===== src/rtl/mc_control_unit.sv =====
// Multi-cycle sequencer for the 32-bit datapath: fetch, decode, execute, memory, writeback.
// Outputs depend only on the state register and the instruction register.
module mc_control_unit #(
  parameter logic [4:0] ALU_ADD = 5'd0,
  parameter logic [4:0] OP_HALT = 5'b11111
) (
  input  logic        clk,
  input  logic        reset_n,
  input  logic        start,
  input  logic [31:0] ins,
  input  logic [2:0]  comp_res,
  output logic        en,
  output logic        read,
  output logic        write,
  output logic        writeport,
  output logic        writedata,
  output logic        src1,
  output logic        src2,
  output logic        selcomp,
  output logic [4:0]  alu_func,
  output logic        ld_lmd,
  output logic        en_data_mem,
  output logic        wri_data_mem,
  output logic        en_ins_mem,
  output logic        load_ir,
  output logic        ld_pc,
  output logic [1:0]  selsig,
  output logic        selPC,
  output logic        isbranch,
  output logic        resetPC,
  output logic        reset_all,
  output logic        halted,
  output logic [31:0] instr_count
);

  localparam logic [4:0] OP_R    = 5'b00000;
  localparam logic [4:0] OP_ADDI = 5'b00001;
  localparam logic [4:0] OP_LW   = 5'b00010;
  localparam logic [4:0] OP_SW   = 5'b00011;
  localparam logic [4:0] OP_BEQ  = 5'b00100;
  localparam logic [4:0] OP_BLT  = 5'b00101;
  localparam logic [4:0] OP_BGT  = 5'b00110;
  localparam logic [4:0] OP_BEQZ = 5'b00111;
  localparam logic [4:0] OP_J    = 5'b01000;
  localparam logic [4:0] OP_JAL  = 5'b01001;

  typedef enum logic [3:0] {
    S_RST, S_IDLE, S_IF1, S_IF2, S_ID, S_EX, S_MEM, S_LMD, S_WB, S_HALT
  } state_t;

  state_t state, state_nxt;

  logic [4:0] opcode;
  logic       is_lw, is_sw, is_halt;
  logic       d_wr, d_wp, d_wd, d_s1, d_s2, d_sc, d_spc, d_ib;
  logic [4:0] d_af;
  logic [1:0] d_ss;

  assign opcode  = ins[31:27];
  assign is_lw   = (opcode == OP_LW);
  assign is_sw   = (opcode == OP_SW);
  assign is_halt = (opcode == OP_HALT);

  // Comparator flags and immediate bits are consumed by the datapath only.
  logic unused_ok;
  assign unused_ok = ^{comp_res, ins[26:5]};

  always_comb begin
    d_wr  = 1'b0;
    d_wp  = 1'b0;
    d_wd  = 1'b0;
    d_s1  = 1'b0;
    d_s2  = 1'b0;
    d_sc  = 1'b0;
    d_af  = ALU_ADD;
    d_ss  = 2'b00;
    d_spc = 1'b0;
    d_ib  = 1'b0;
    case (opcode)
      OP_R:    begin d_wp = 1'b1; d_af = ins[4:0]; d_wr = 1'b1; end
      OP_ADDI: begin d_s2 = 1'b1; d_wr = 1'b1; end
      OP_LW:   begin d_s2 = 1'b1; d_wd = 1'b1; d_wr = 1'b1; end
      OP_SW:   d_s2 = 1'b1;
      OP_BEQ:  begin d_s1 = 1'b1; d_s2 = 1'b1; d_ss = 2'b10; end
      OP_BLT:  begin d_s1 = 1'b1; d_s2 = 1'b1; d_ss = 2'b01; end
      OP_BGT:  begin d_s1 = 1'b1; d_s2 = 1'b1; d_ss = 2'b11; end
      OP_BEQZ: begin d_s1 = 1'b1; d_s2 = 1'b1; d_ss = 2'b10; d_sc = 1'b1; end
      OP_J:    begin d_s1 = 1'b1; d_s2 = 1'b1; d_spc = 1'b1; end
      OP_JAL:  begin d_s1 = 1'b1; d_s2 = 1'b1; d_spc = 1'b1; d_ib = 1'b1; d_wr = 1'b1; end
      default: ;
    endcase
  end

  always_ff @(posedge clk or negedge reset_n) begin
    if (!reset_n) begin
      state       <= S_RST;
      instr_count <= 32'd0;
    end else begin
      state <= state_nxt;
      if (state == S_WB) instr_count <= instr_count + 32'd1;
    end
  end

  always_comb begin
    state_nxt    = state;
    en           = 1'b0;
    read         = 1'b0;
    write        = 1'b0;
    writeport    = 1'b0;
    writedata    = 1'b0;
    src1         = 1'b0;
    src2         = 1'b0;
    selcomp      = 1'b0;
    alu_func     = 5'd0;
    ld_lmd       = 1'b0;
    en_data_mem  = 1'b0;
    wri_data_mem = 1'b0;
    en_ins_mem   = 1'b0;
    load_ir      = 1'b0;
    ld_pc        = 1'b0;
    selsig       = 2'b00;
    selPC        = 1'b0;
    isbranch     = 1'b0;
    resetPC      = 1'b0;
    reset_all    = 1'b0;
    halted       = 1'b0;
    // Operand selects and next-PC controls are held from EX through WB.
    if (state == S_EX || state == S_MEM || state == S_LMD || state == S_WB) begin
      writeport = d_wp;
      writedata = d_wd;
      src1      = d_s1;
      src2      = d_s2;
      selcomp   = d_sc;
      alu_func  = d_af;
      selsig    = d_ss;
      selPC     = d_spc;
      isbranch  = d_ib;
    end
    case (state)
      S_RST: begin
        resetPC   = 1'b1;
        reset_all = 1'b1;
        state_nxt = S_IDLE;
      end
      S_IDLE: if (start) state_nxt = S_IF1;
      S_IF1: begin
        en_ins_mem = 1'b1;
        state_nxt  = S_IF2;
      end
      S_IF2: begin
        en_ins_mem = 1'b1;
        load_ir    = 1'b1;
        state_nxt  = S_ID;
      end
      S_ID: begin
        en        = 1'b1;
        read      = 1'b1;
        state_nxt = S_EX;
      end
      S_EX: begin
        en   = 1'b1;
        read = 1'b1;
        if (is_halt)             state_nxt = S_HALT;
        else if (is_lw || is_sw) state_nxt = S_MEM;
        else                     state_nxt = S_WB;
      end
      S_MEM: begin
        en_data_mem  = 1'b1;
        wri_data_mem = is_sw;
        state_nxt    = is_lw ? S_LMD : S_WB;
      end
      S_LMD: begin
        ld_lmd    = 1'b1;
        state_nxt = S_WB;
      end
      S_WB: begin
        ld_pc     = 1'b1;
        write     = d_wr;
        en        = d_wr;
        state_nxt = S_IF1;
      end
      S_HALT: halted = 1'b1;
      default: state_nxt = S_RST;
    endcase
  end

endmodule


===== config.mk =====
export PLATFORM = sky130hd
export DESIGN_NAME = mc_control_unit
export DESIGN_NICKNAME = d
export VERILOG_FILES = /design/src/rtl/mc_control_unit.sv
export SDC_FILE = /design/constraint.sdc
export NUM_CORES = 1
export LEC_CHECK = 0
export CORE_MARGIN = 4
export CORE_UTILIZATION = 37
export CTS_CLUSTER_DIAMETER = 40
export DETAILED_ROUTE_END_ITERATION = 8
export GPL_ROUTABILITY_DRIVEN = 1
export GPL_TIMING_DRIVEN = 0
export PLACE_DENSITY = 0.77
export SLEW_MARGIN = 20
export SYNTH_ARGS = -nofsm -noshare
export SYNTH_HDL_FRONTEND = slang
export SYNTH_SLANG_ARGS = --single-unit

===== constraint.sdc =====
create_clock -name clk -period 2.2 [get_ports clk]
set_input_delay 0.33 -clock clk [delete_from_list [all_inputs] [get_ports clk]]
set_output_delay 0.33 -clock clk [all_outputs]
set_load 0.02 [all_outputs]

### Yosys cells after proc, flatten, opt, wreduce, memory -nomap -nowiden

Index checks and enable logic that the tools add are counted.

| word-level totals | value |
|---|---|
| flip-flop bits (word level) | 36 |
| bits of input ports | 38 |

| cells by class | value |
|---|---|
| add/sub/neg operators | 1 |
| equal/unequal tests | 20 |
| muxes and demuxes | 35 |
| bitwise operators | 1 |
| reduce and logical (&&, ||, !) cells | 14 |

Operator list:

| kind | count |
|---|---|
| $pmux 4 s10 | 1 |
| $add 32x1->32 const B | 1 |
| $mux 1 | 25 |
| $eq 5x3->1 const B | 4 |
| $eq 4x3->1 const B | 4 |
| $mux 4 | 4 |
| $eq 5x2->1 const B | 2 |
| $eq 5x4->1 const B | 2 |
| $mux 5 | 2 |
| $reduce_or 9->1 | 1 |
| $eq 4x2->1 const B | 2 |
| $eq 4x4->1 const B | 2 |
| $reduce_or 2->1 | 4 |
| $pmux 2 s3 | 1 |
| $reduce_or 6->1 | 1 |
| $eq 5x1->1 const B | 1 |
| $eq 5x5->1 const B | 1 |
| $logic_not 5->1 | 1 |
| $eq 4x1->1 const B | 1 |
| $logic_not 4->1 | 1 |
| $logic_or 1x1->1 | 4 |
| $reduce_or 4->1 | 1 |
| $mux 2 | 1 |
| $ne 2x2->1 const B | 1 |
| other kinds (3) | 3 |

### Depth between registers and ports, before layout

Gate-level depths: netlist of the first run.

| logic depth | value |
|---|---|
| depth after elaboration | 5 |
| gate-level depth with buffers | 7 |
| gate-level depth less buffers | 5 |

### Worst setup path before layout of the first run

OpenSTA, ideal clock, no wires.

| timing | value |
|---|---|
| path type | reg2out |
| start point | register state[2] |
| end point | output port alu_func[0] |
| arrival time | 2.178 ns |
| data required time | 1.870 ns |
| slack | -0.308 ns |
| stages on the path, launching flop included | 7 |
| buffers on the path | 1 |
| path through | dfrtp_1 or4b_1 buf_2 clkinv_2 a21oi_2 nor4_2 and2_1 |

| on the way | value |
|---|---|
| longest elaborated chain between the ends | 5 |
| elaborated cells between the ends (all ways) | 8 |
| classes of those cells | eq/ne: 4; mux: 1; reduce/logical: 3 |

RTL lines:

| item | line | text |
|---|---|---|
| start: declaration | 51 | `state_t state, state_nxt;` |
| start signal: assignment | 99 | `state <= state_nxt;` |
| $eq 4x3->1 | 128 | `if (state == S_EX \|\| state == S_MEM \|\| state == S_LMD \|\| state == S_WB) begin` |
| $logic_or 1x1->1 (2 in a row) | 128 |  |
| $logic_or 1x1->1 * | 128 |  |
| $mux 5 * | 128 |  |
| end: declaration | 20 | `output logic [4:0] alu_func,` |

Every way passes the cells marked *; elsewhere a longest branch is shown, timed or not.

### Final worst setup path of the first run

| timing | value |
|---|---|
| start point | register state[1] |
| end point | output port selsig[1] |

| on the way | value |
|---|---|
| longest elaborated chain between the ends | 5 |
| elaborated cells between the ends (all ways) | 8 |
| classes of those cells | eq/ne: 4; mux: 1; reduce/logical: 3 |

RTL lines:

| item | line | text |
|---|---|---|
| $eq 4x3->1 | 128 |  |
| $logic_or 1x1->1 (2 in a row) | 128 |  |
| $logic_or 1x1->1 * | 128 |  |
| $mux 2 * | 128 |  |
| end: declaration | 27 | `output logic [1:0] selsig,` |

Marked as above.

==> impl_results.md, run 1 <==
- Status: finished with violations
- Failing checks: negative setup slack
- Mapped Avg Cell Area: 9.51 µm²
- Reg-to-reg critical path startpoint: state[1]$_DFFE_PN0P_
- Drt first pass iters: 4
- Unique masters post-synth: 39
- Fin nets: 344
- Crit start category: register
- Post-synthesis to final-layout area growth: 59.3%
- Worst skew pair latency: 0.29 ns
- Clock buffer depth: 2
- Final core occ: 0.618
- Pins Over Slew Limit: 0
- Num CTS Buffers: 5
- Simple-gate area share of the yosys netlist: 0.324
- Synth top area share: 0.449
- Boundary pin count: 96
- Hold WS: 0.474 ns
- Layout Cells excl Fill: 376
- LEAKAGE: 1.44 nW
- CTS root buffer: clkbuf_8
- YS warnings: 0
- Area leader, netlist: dfrtp_1
- RePlAce Congestion: 0.881
- Crit end category: primary output
- Drt initial violations: 88
- R2r endpoint: instr_count[18]$_DFFE_PN0P_
- Setup Skew: 0.00473 ns
- Tmin final: 2.61 ns
- VDD IR-drop max: 0.000512 V
- Ys flop type: dfrtp_1
- WL final: 5.45 mm
- Final hold vios: 0
- Worst endpoint required time: 1.87 ns
- Seq/Total Area, Yosys: 0.449
- Htree depth: 2
- Vias in the first global route: 1909
- Fraction of layout cells with a size suffix above 1: 0.252
- Arrival @ worst endpoint: 2.28 ns
- Async SR Flop Fraction: 1.00
- Cell Pwr Density: 733 nW/µm²
- Mux cell area share after synthesis: 0
- R2R Setup Slk: 0.09 ns
- Hold Path Class: in2async
- Syn Std Cell Area: 2010 µm²
- Initial antenna violation count: 0
- Die W: 81.7 µm
- Die area: 6670 µm²
- Compound-Gate Fraction of Synth Area: 0.0449
- CTS tree: done
- CTS Sinks: 36
- Main combinational cell family by area after synthesis: simple AND/OR/NAND/NOR gates
- Slew margin rel.: 0.615
- Max-Cap Viols: 0
- First-pass GRT wire length: 8.92 mm
- #FFs+latches synth: 36
- Post-Place Cells: 351
- # rows: 26
- Synth Net Count: 250
- Largest net degree at the start of global routing: 26
- Worst R2R Path Depth: 6
- CP Class: reg2out
- DRT antenna net count: 0
- DRC violations left: 0
- Max Fclk: 383 MHz
- Synth Area in Adders: 0.00623
- Synth top area cells: dfrtp_1 (45%), xnor2_1 (13%), nand4_1 (5.9%)
- Vias per cell: 5.17
- Maximum fanout along the worst path: 4
- Initial Util: 0.388
- Die Y: 81.7 µm
- Number of enable flip-flop cells after synthesis: 0
- RSZ-0062 raised after global routing: yes
- Post-Syn Instances: 211
- Setup Viol. Count Final: 15
- Fin worst setup slack: -0.409 ns
- Core ar.: 5170 µm²
- Period utilisation layout: 1.19
- DP HPWL: 3.79 mm
- Total global routing overflow: 0
- All-layer global routing usage: 0.173
- Routed length per placed instance: 14.5 µm
- Via count: 1945
- Post-synthesis xor/xnor area fraction: 0.140
- Slew @ Worst Pin: 0.577 ns
- Clock-pin slew on the worst setup and hold paths: 0.07 ns
- # port buffers: 69
- # diodes: 0
- Fill count: 435
[layout by cell type, fill, tap and decap left out, drive strengths merged, types with 2 or more instances in the layout]
master and instances:
inv 3, or2 2, or4b 2, nand4 19
and3 10, and4 4, nand2 13, clkinv 3
nor2 11, clkbuf 15, dfrtp 36, xor2 3
o21ai 4, dlymetal6s2s 4, nand2b 3, clkdlybuf4s50 41
and2 9, a21oi 7, nor4 7, dlygate4sd2 3
nor3 8, nand3 15, xnor2 29, buf 41
[layer usage]
| metal | routed length, µm | vias to the layer above | GRT usage |
|---|---|---|---|
| met1 | 2320 | 931 | 0.210 |
| met3 | 481 | 6 | 0.0636 |
| li1 | - | 940 | - |
| met2 | 2540 | 68 | 0.279 |
| met5 | 0 | - | 0 |
| met4 | 103 | 0 | 0.0698 |
[worst max path at each step]
stage / from / endpoint / slack [ns] / cells past startpoint
3_5_place_dp: state[1]$_DFFE_PN0P_ / selsig[1] / -0.64 / 7
4_1_cts: state[1]$_DFFE_PN0P_ / selsig[1] / -0.49 / 7
5_1_grt: state[1]$_DFFE_PN0P_ / src1 / -0.47 / 7
3_3_place_gp: state[2]$_DFFE_PN0P_ / selsig[1] / -0.65 / 7
6_report: state[1]$_DFFE_PN0P_ / selsig[1] / -0.41 / 7
2_1_floorplan: state[2]$_DFFE_PN0P_ / alu_func[0] / -0.07 / 6
[logic make-up (layout without fill, tap and decap cells)]
| kind of cell | Yosys count | count (layout) |
|---|---|---|
| fa+ha+maj | 1 | 1 |
| xor+xnor | 32 | 32 |
| simple gates | 110 | 110 |
| compound gates | 15 | 15 |
| buf+inv | 17 | 112 |
| flops | 36 | 36 |
[state kept, by name, indices dropped and copies added, names as in the netlist]
register and cells:
instr_count 32, state 4
[cell type report]
type,count,area [µm²],area share
repair buffers,87,862,0.270
clock buffers,6,82.6,0.0258
clock inverters,2,10.0,0.00313
flip-flops and latches,36,901,0.282
plain buffers,13,67.6,0.0211
multi-input cells,158,1160,0.362
well taps,70,87.6,0.0274
inverters,4,27.5,0.00861
[synth_stat cells, types with 2 or more instances]
| master | instances |
|---|---|
| a21oi_1 | 6 |
| and2_1 | 9 |
| and3_1 | 10 |
| and4_1 | 4 |
| buf_2 | 3 |
| clkbuf_1 | 8 |
| dfrtp_1 | 36 |
| inv_1 | 3 |
| nand2_1 | 13 |
| nand2b_1 | 3 |
| nand3_1 | 15 |
| nand4_1 | 19 |
| nor2_1 | 11 |
| nor3_1 | 8 |
| nor4_1 | 5 |
| o21ai_0 | 2 |
| o21ai_1 | 2 |
| or2_1 | 2 |
| or4b_1 | 2 |
| xnor2_1 | 29 |
| xor2_1 | 3 |
[critical path, stage by stage (launching register included)]
cell and delay [ns]:
dfrtp_1 0.38, or4b_1 0.53, buf_6 0.15, clkinv_8 0.04
a21oi_4 0.04, or4b_4 0.57, a21oi_4 0.14, buf_6 0.13
[metrics by stage]
stage               setup TNS, ns  instance area [µm²]  worst slack, ns  power (mW)
global route                -5.63                 3200           -0.468        2.50
floorplan                  -0.340                 2090          -0.0716        1.33
finish                      -4.39                 3200           -0.409        2.34
global placement            -7.12                 2870           -0.647        1.65
CTS                         -4.04                 3100           -0.485        2.27
detailed placement          -7.14                 2890           -0.640        1.67
[power by group]
group	internal, mW	total [mW]	switching [mW]	leakage [nW]
Clock	0.249	0.476	0.226	0.0510
Sequential	0.721	0.765	0.0442	0.494
Combinational	0.523	1.10	0.579	0.893
[what timing repair did]
item,4_1_cts,5_1_grt
pin swaps,8,5
buffers inserted,11,6
gates resized for setup,112,23
endpoints found under the hold margin,11,0
hold buffers,1,0
endpoints found under the setup margin,25,33
No activity file was read; power rests on OpenSTA's default activity.
==> run 2: changes to the inputs <==
- CORE_UTILIZATION: 37 -> 30
- PLACE_DENSITY: 0.77 -> unset
==> run 2 against run 1 <==
Net effect: first-iteration DRC count decreased by 45%; power decreased by 2.0%; clock skew increased by 0.0012 ns; the flow still finishes with violations (negative setup slack); highest routed layer unchanged.
==> impl_results.md, run 2 (synthesized netlist as in run 1, its figures left out) <==
- Status: finished with violations
- Failing checks: negative setup slack
- Period utilisation layout: 1.15
- RePlAce Congestion: 0.820
- Routed length per placed instance: 13.5 µm
- Clock-pin slew on the worst setup and hold paths: 0.07 ns
- WL final: 5.16 mm
- Crit start category: register
- Vias per cell: 5.00
- R2R Setup Slk: 0.15 ns
- Worst endpoint required time: 1.87 ns
- Pins Over Slew Limit: 0
- Design Power: 2.30 mW
- Setup Skew: 0.00595 ns
- CTS tree: done
- # rows: 29
- Reg-to-reg critical path startpoint: state[0]$_DFFE_PN0P_
- Post-synthesis to final-layout area growth: 59.1%
- Setup Viol. Count Final: 12
- LEAKAGE: 1.46 nW
- Fraction of layout cells with a size suffix above 1: 0.252
- Fin worst setup slack: -0.340 ns
- Drt first pass iters: 4
- Vias in the first global route: 1923
- Num CTS Buffers: 5
- Fin nets: 343
- Drt initial violations: 48
- First-pass GRT wire length: 8.94 mm
- Via count: 1910
- All-layer global routing usage: 0.131
- Hold Path Class: in2async
- Clock buffer depth: 2
- Initial Util: 0.312
- Worst skew pair latency: 0.28 ns
- DP HPWL: 3.73 mm
- Cell Pwr Density: 719 nW/µm²
- Die area: 8060 µm²
- CP Class: reg2out
- Tmin final: 2.54 ns
- VDD IR-drop max: 0.000390 V
- Commonest non-fill, non-tap cell in the layout: clkdlybuf4s50_1
- Core ar.: 6420 µm²
- Total global routing overflow: 0
- CTS Sinks: 36
- Largest net degree at the start of global routing: 25
- Maximum fanout along the worst path: 6
- Max-Cap Viols: 0
- RSZ-0062 raised after global routing: yes
- Final hold vios: 0
- DRC violations left: 0
- Crit end category: primary output
- Top reg by flops: instr_count
- Slew @ Worst Pin: 0.531 ns
- Slew margin rel.: 0.646
- Max Fclk: 394 MHz
- Die W: 89.8 µm
- Htree depth: 2
- CTS root buffer: clkbuf_8
- Commonest non-fill, non-tap cells in the layout: clkdlybuf4s50_1 (40), dfrtp_1 (36), xnor2_1 (29), nand4_1 (19), buf_4 (17)
- # port buffers: 69
- DRT antenna net count: 0
- # diodes: 0
- Boundary pin count: 96
- Die Y: 89.8 µm
- Largest register FFs: 32
- Final core occ: 0.497
- Regs by FF count: instr_count (32), state (4)
- Crit. Startpoint: state[0]$_DFFE_PN0P_
- Initial antenna violation count: 0
- Arrival @ worst endpoint: 2.21 ns
## run 2: changes by cell type in the layout (fill, tap and decap cells not counted), moves of 2 or more
cell	delta
buf_2	+3
buf_4	-2
buf_6	-3
dlymetal6s2s_1	+2
## run 2: critical path: stages (launching register included)
cell	delay, ns
dfrtp_1	0.38
or4b_4	0.59
clkinv_8	0.08
a21oi_4	0.05
or4b_4	0.57
nor2_4	0.14
buf_6	0.13
## run 2: worst paths after layout
| check | endpoint | cells after the start |
|---|---|---|
| worst max-delay path | selcomp | 6 |
| worst min-delay path | instr_count[4]$_DFFE_PN0P_ | 2 |
| worst max register to register | instr_count[18]$_DFFE_PN0P_ | 5 |
| worst min register to register | instr_count[31]$_DFFE_PN0P_ | 1 |
| max in group asynchronous | instr_count[0]$_DFFE_PN0P_ | 3 |
| min in group clk | instr_count[31]$_DFFE_PN0P_ | 1 |
## run 2: routing by layer
metal  track usage  up-vias  wire length [µm]
li1              -      941                 -
met1         0.173      900              2370
met2         0.202       64              2300
met3        0.0434        5               436
met4        0.0473        0                49
met5             0        -                 0
## run 2: report_power, final
group          internal [mW]  switching, mW
clock network          0.250          0.227
logic                  0.499          0.550
registers              0.721         0.0505
total                   1.47          0.827
## run 2: repair_timing
action	4_1_cts	5_1_grt
setup buffers	11	5
resized for setup	108	25
setup endpoints to repair	25	34
endpoints found under the hold margin	12	0
hold buffers	1	0
pin swaps	7	7
## run 2: metrics by stage
stage	instances	worst slack [ns]	instance area, µm²	setup TNS (ns)	hold WS, ns
floorplan	211	-0.0716	2090	-0.340	0.0344
global placement	357	-0.663	2880	-8.19	0.462
detailed placement	358	-0.660	2900	-7.31	0.255
CTS	378	-0.462	3110	-3.96	0.472
global route	382	-0.419	3190	-3.96	0.501
finish	382	-0.340	3190	-2.84	0.477
## run 2: layout make-up
cell class,count,area (µm²)
fill,595,3230
multi-input combinational,158,1160
sequential,36,901
timing repair buffer,87,860
tap,77,96.3
clock buffer,6,82.6
buffer,12,57.6
inverter,4,27.5
clock inverter,2,10.0
==> run 3: changes to the inputs <==
- GPL_TIMING_DRIVEN: 0 -> unset
- SETUP_SLACK_MARGIN: unset -> 0.1
==> run 3 against run 2 <==
Net effect: the flow still finishes with violations (negative setup slack); cell count grew 1.8%; count of clock-buffer cells in the layout grew 2; register-to-register slack lost 0.04 ns; via count grew 0.10%; hold slack lost 0.0077 ns; routed wire length grew 2.2%; maximum frequency grew 1.6%.
==> impl_results.md, run 3 (synthesized netlist as in run 1, its figures left out) <==
- CTS tree: done
- Worst skew pair latency: 0.28 ns
- Fin worst setup slack: -0.300 ns
- First-pass GRT wire length: 9.03 mm
- Post-synthesis to final-layout area growth: 59.7%
- LEAKAGE: 1.43 nW
- Crit end category: primary output
- Top reg by flops: instr_count
- Regs by FF count: instr_count (32), state (4)
- CTS Sinks: 36
- Period utilisation layout: 1.14
- Via count: 1912
- Cell Pwr Density: 702 nW/µm²
- Commonest non-fill, non-tap cell in the layout: clkdlybuf4s50_1
- Largest register FFs: 32
- Fraction of layout cells with a size suffix above 1: 0.266
- Htree depth: 2
- Failing checks: negative setup slack
- Status: finished with violations
- Slew @ Worst Pin: 0.454 ns
- Num CTS Buffers: 5
- Die Y: 89.8 µm
- WL final: 5.28 mm
- Pins Over Slew Limit: 0
- Core ar.: 6420 µm²
- Final hold vios: 0
- Max Fclk: 400 MHz
- Worst endpoint required time: 1.87 ns
- DRC violations left: 0
- Boundary pin count: 96
- Dpl cell area: 3050 µm²
- Vias per cell: 4.92
- DP HPWL: 3.90 mm
- Drt initial violations: 47
- Fin area: 3200 µm²
- Setup Viol. Count Final: 16
- All-layer global routing usage: 0.133
- Initial Util: 0.312
- Die W: 89.8 µm
- Clock-pin slew on the worst setup and hold paths: 0.07 ns
- RePlAce Congestion: 0.815
- Post-CTS Hold Buffers: 0
- Post-Place Cells: 374
- Total global routing overflow: 0
- Setup Slack @ Placement: -0.597 ns
- # diodes: 0
- RSZ-0062 raised after global routing: yes
- Setup Skew: 0.00618 ns
- Drt first pass iters: 4
- Tmin final: 2.50 ns
- Arrival @ worst endpoint: 2.17 ns
- CTS root buffer: clkbuf_8
- Max-Cap Viols: 0
- Slew margin rel.: 0.698
- Die area: 8060 µm²
- Fin nets: 350
- Routed length per placed instance: 13.6 µm
- Fill count: 595
- # rows: 29
- Initial antenna violation count: 0
- # port buffers: 70
- Crit start category: register
- Maximum fanout along the worst path: 4
- Layout Cells excl Fill: 389
- DRT antenna net count: 0
- VDD IR-drop max: 0.000390 V
- Largest net degree at the start of global routing: 37
- Vias in the first global route: 1905
- Clock buffer depth: 2
- CP Class: reg2out
- Hold Path Class: in2async
- Commonest non-fill, non-tap cells in the layout: clkdlybuf4s50_1 (45), buf_4 (38), dfrtp_1 (36), xnor2_1 (29), nand4_1 (19)
- Design Power: 2.25 mW
## run 3: changes by cell type in the layout (fill, tap and decap cells not counted), sizes merged
| cell | change |
|---|---|
| buf | +18 |
| clkbuf | -7 |
| clkdlybuf4s15 | -1 |
| clkdlybuf4s50 | +5 |
| clkinv | -2 |
| dlygate4sd3 | -1 |
| dlymetal6s2s | -5 |
## run 3: layout make-up
cell class | instances | area, µm² | area share
clock buffer | 8 | 90.1 | 0.0281
inverter | 4 | 27.5 | 0.00859
multi-input combinational | 158 | 1130 | 0.354
sequential | 36 | 901 | 0.281
tap | 77 | 96.3 | 0.0301
timing repair buffer | 106 | 955 | 0.298
## run 3: what timing repair did
action / in CTS / in global routing
gates resized for setup: 108 / 20
buffers inserted: 2 / 5
pin swaps: 4 / 8
endpoints found under the setup margin: 26 / 22
hold endpoints to repair: 0 / 0
## run 3: report_power, final
group	leakage, nW	total [mW]	internal, mW	switching, mW
sequential	0.494	0.786	0.721	0.0646
combinational	0.892	0.990	0.455	0.535
clock	0.0455	0.475	0.255	0.219
total	1.43	2.25	1.43	0.819
## run 3: critical path: stages (launching register included)
cell and delay, ns:
dfrtp_1 0.37, or4b_4 0.59, clkinv_8 0.07, a21oi_4 0.03, or4b_4 0.56, o31ai_2 0.09, buf_4 0.18
## run 3: worst paths after layout
| check | from | to | slack [ns] | cells after the start |
|---|---|---|---|---|
| setup reg to reg | state[0]$_DFFE_PN0P_ | instr_count[18]$_DFFE_PN0P_ | 0.11 | 5 |
| hold / removal | reset_n | instr_count[7]$_DFFE_PN0P_ | 0.47 | 2 |
| min in group clk | instr_count[31]$_DFFE_PN0P_ | instr_count[31]$_DFFE_PN0P_ | 0.47 | 1 |
| hold reg to reg | instr_count[31]$_DFFE_PN0P_ | instr_count[31]$_DFFE_PN0P_ | 0.47 | 1 |
| setup / recovery | state[0]$_DFFE_PN0P_ | src1 | -0.30 | 6 |
| max in group asynchronous | reset_n | instr_count[28]$_DFFE_PN0P_ | 1.41 | 2 |
## run 3: layer usage
metal	vias up	GRT usage	wire [µm]
li1	955	-	-
met1	883	0.166	2370
met2	70	0.216	2420
met3	4	0.0518	450
met4	0	0.0345	39
met5	-	0	0
## run 3: per-stage QoR
step | utilization | hold WS [ns] | TNS (ns)
finish | 0.499 | 0.469 | -3.09
global route | 0.499 | 0.509 | -4.62
CTS | 0.489 | 0.484 | -3.05
detailed placement | 0.474 | 0.474 | -7.52
global placement | 0.474 | 0.465 | -7.32
floorplan | - | 0.0344 | -0.328
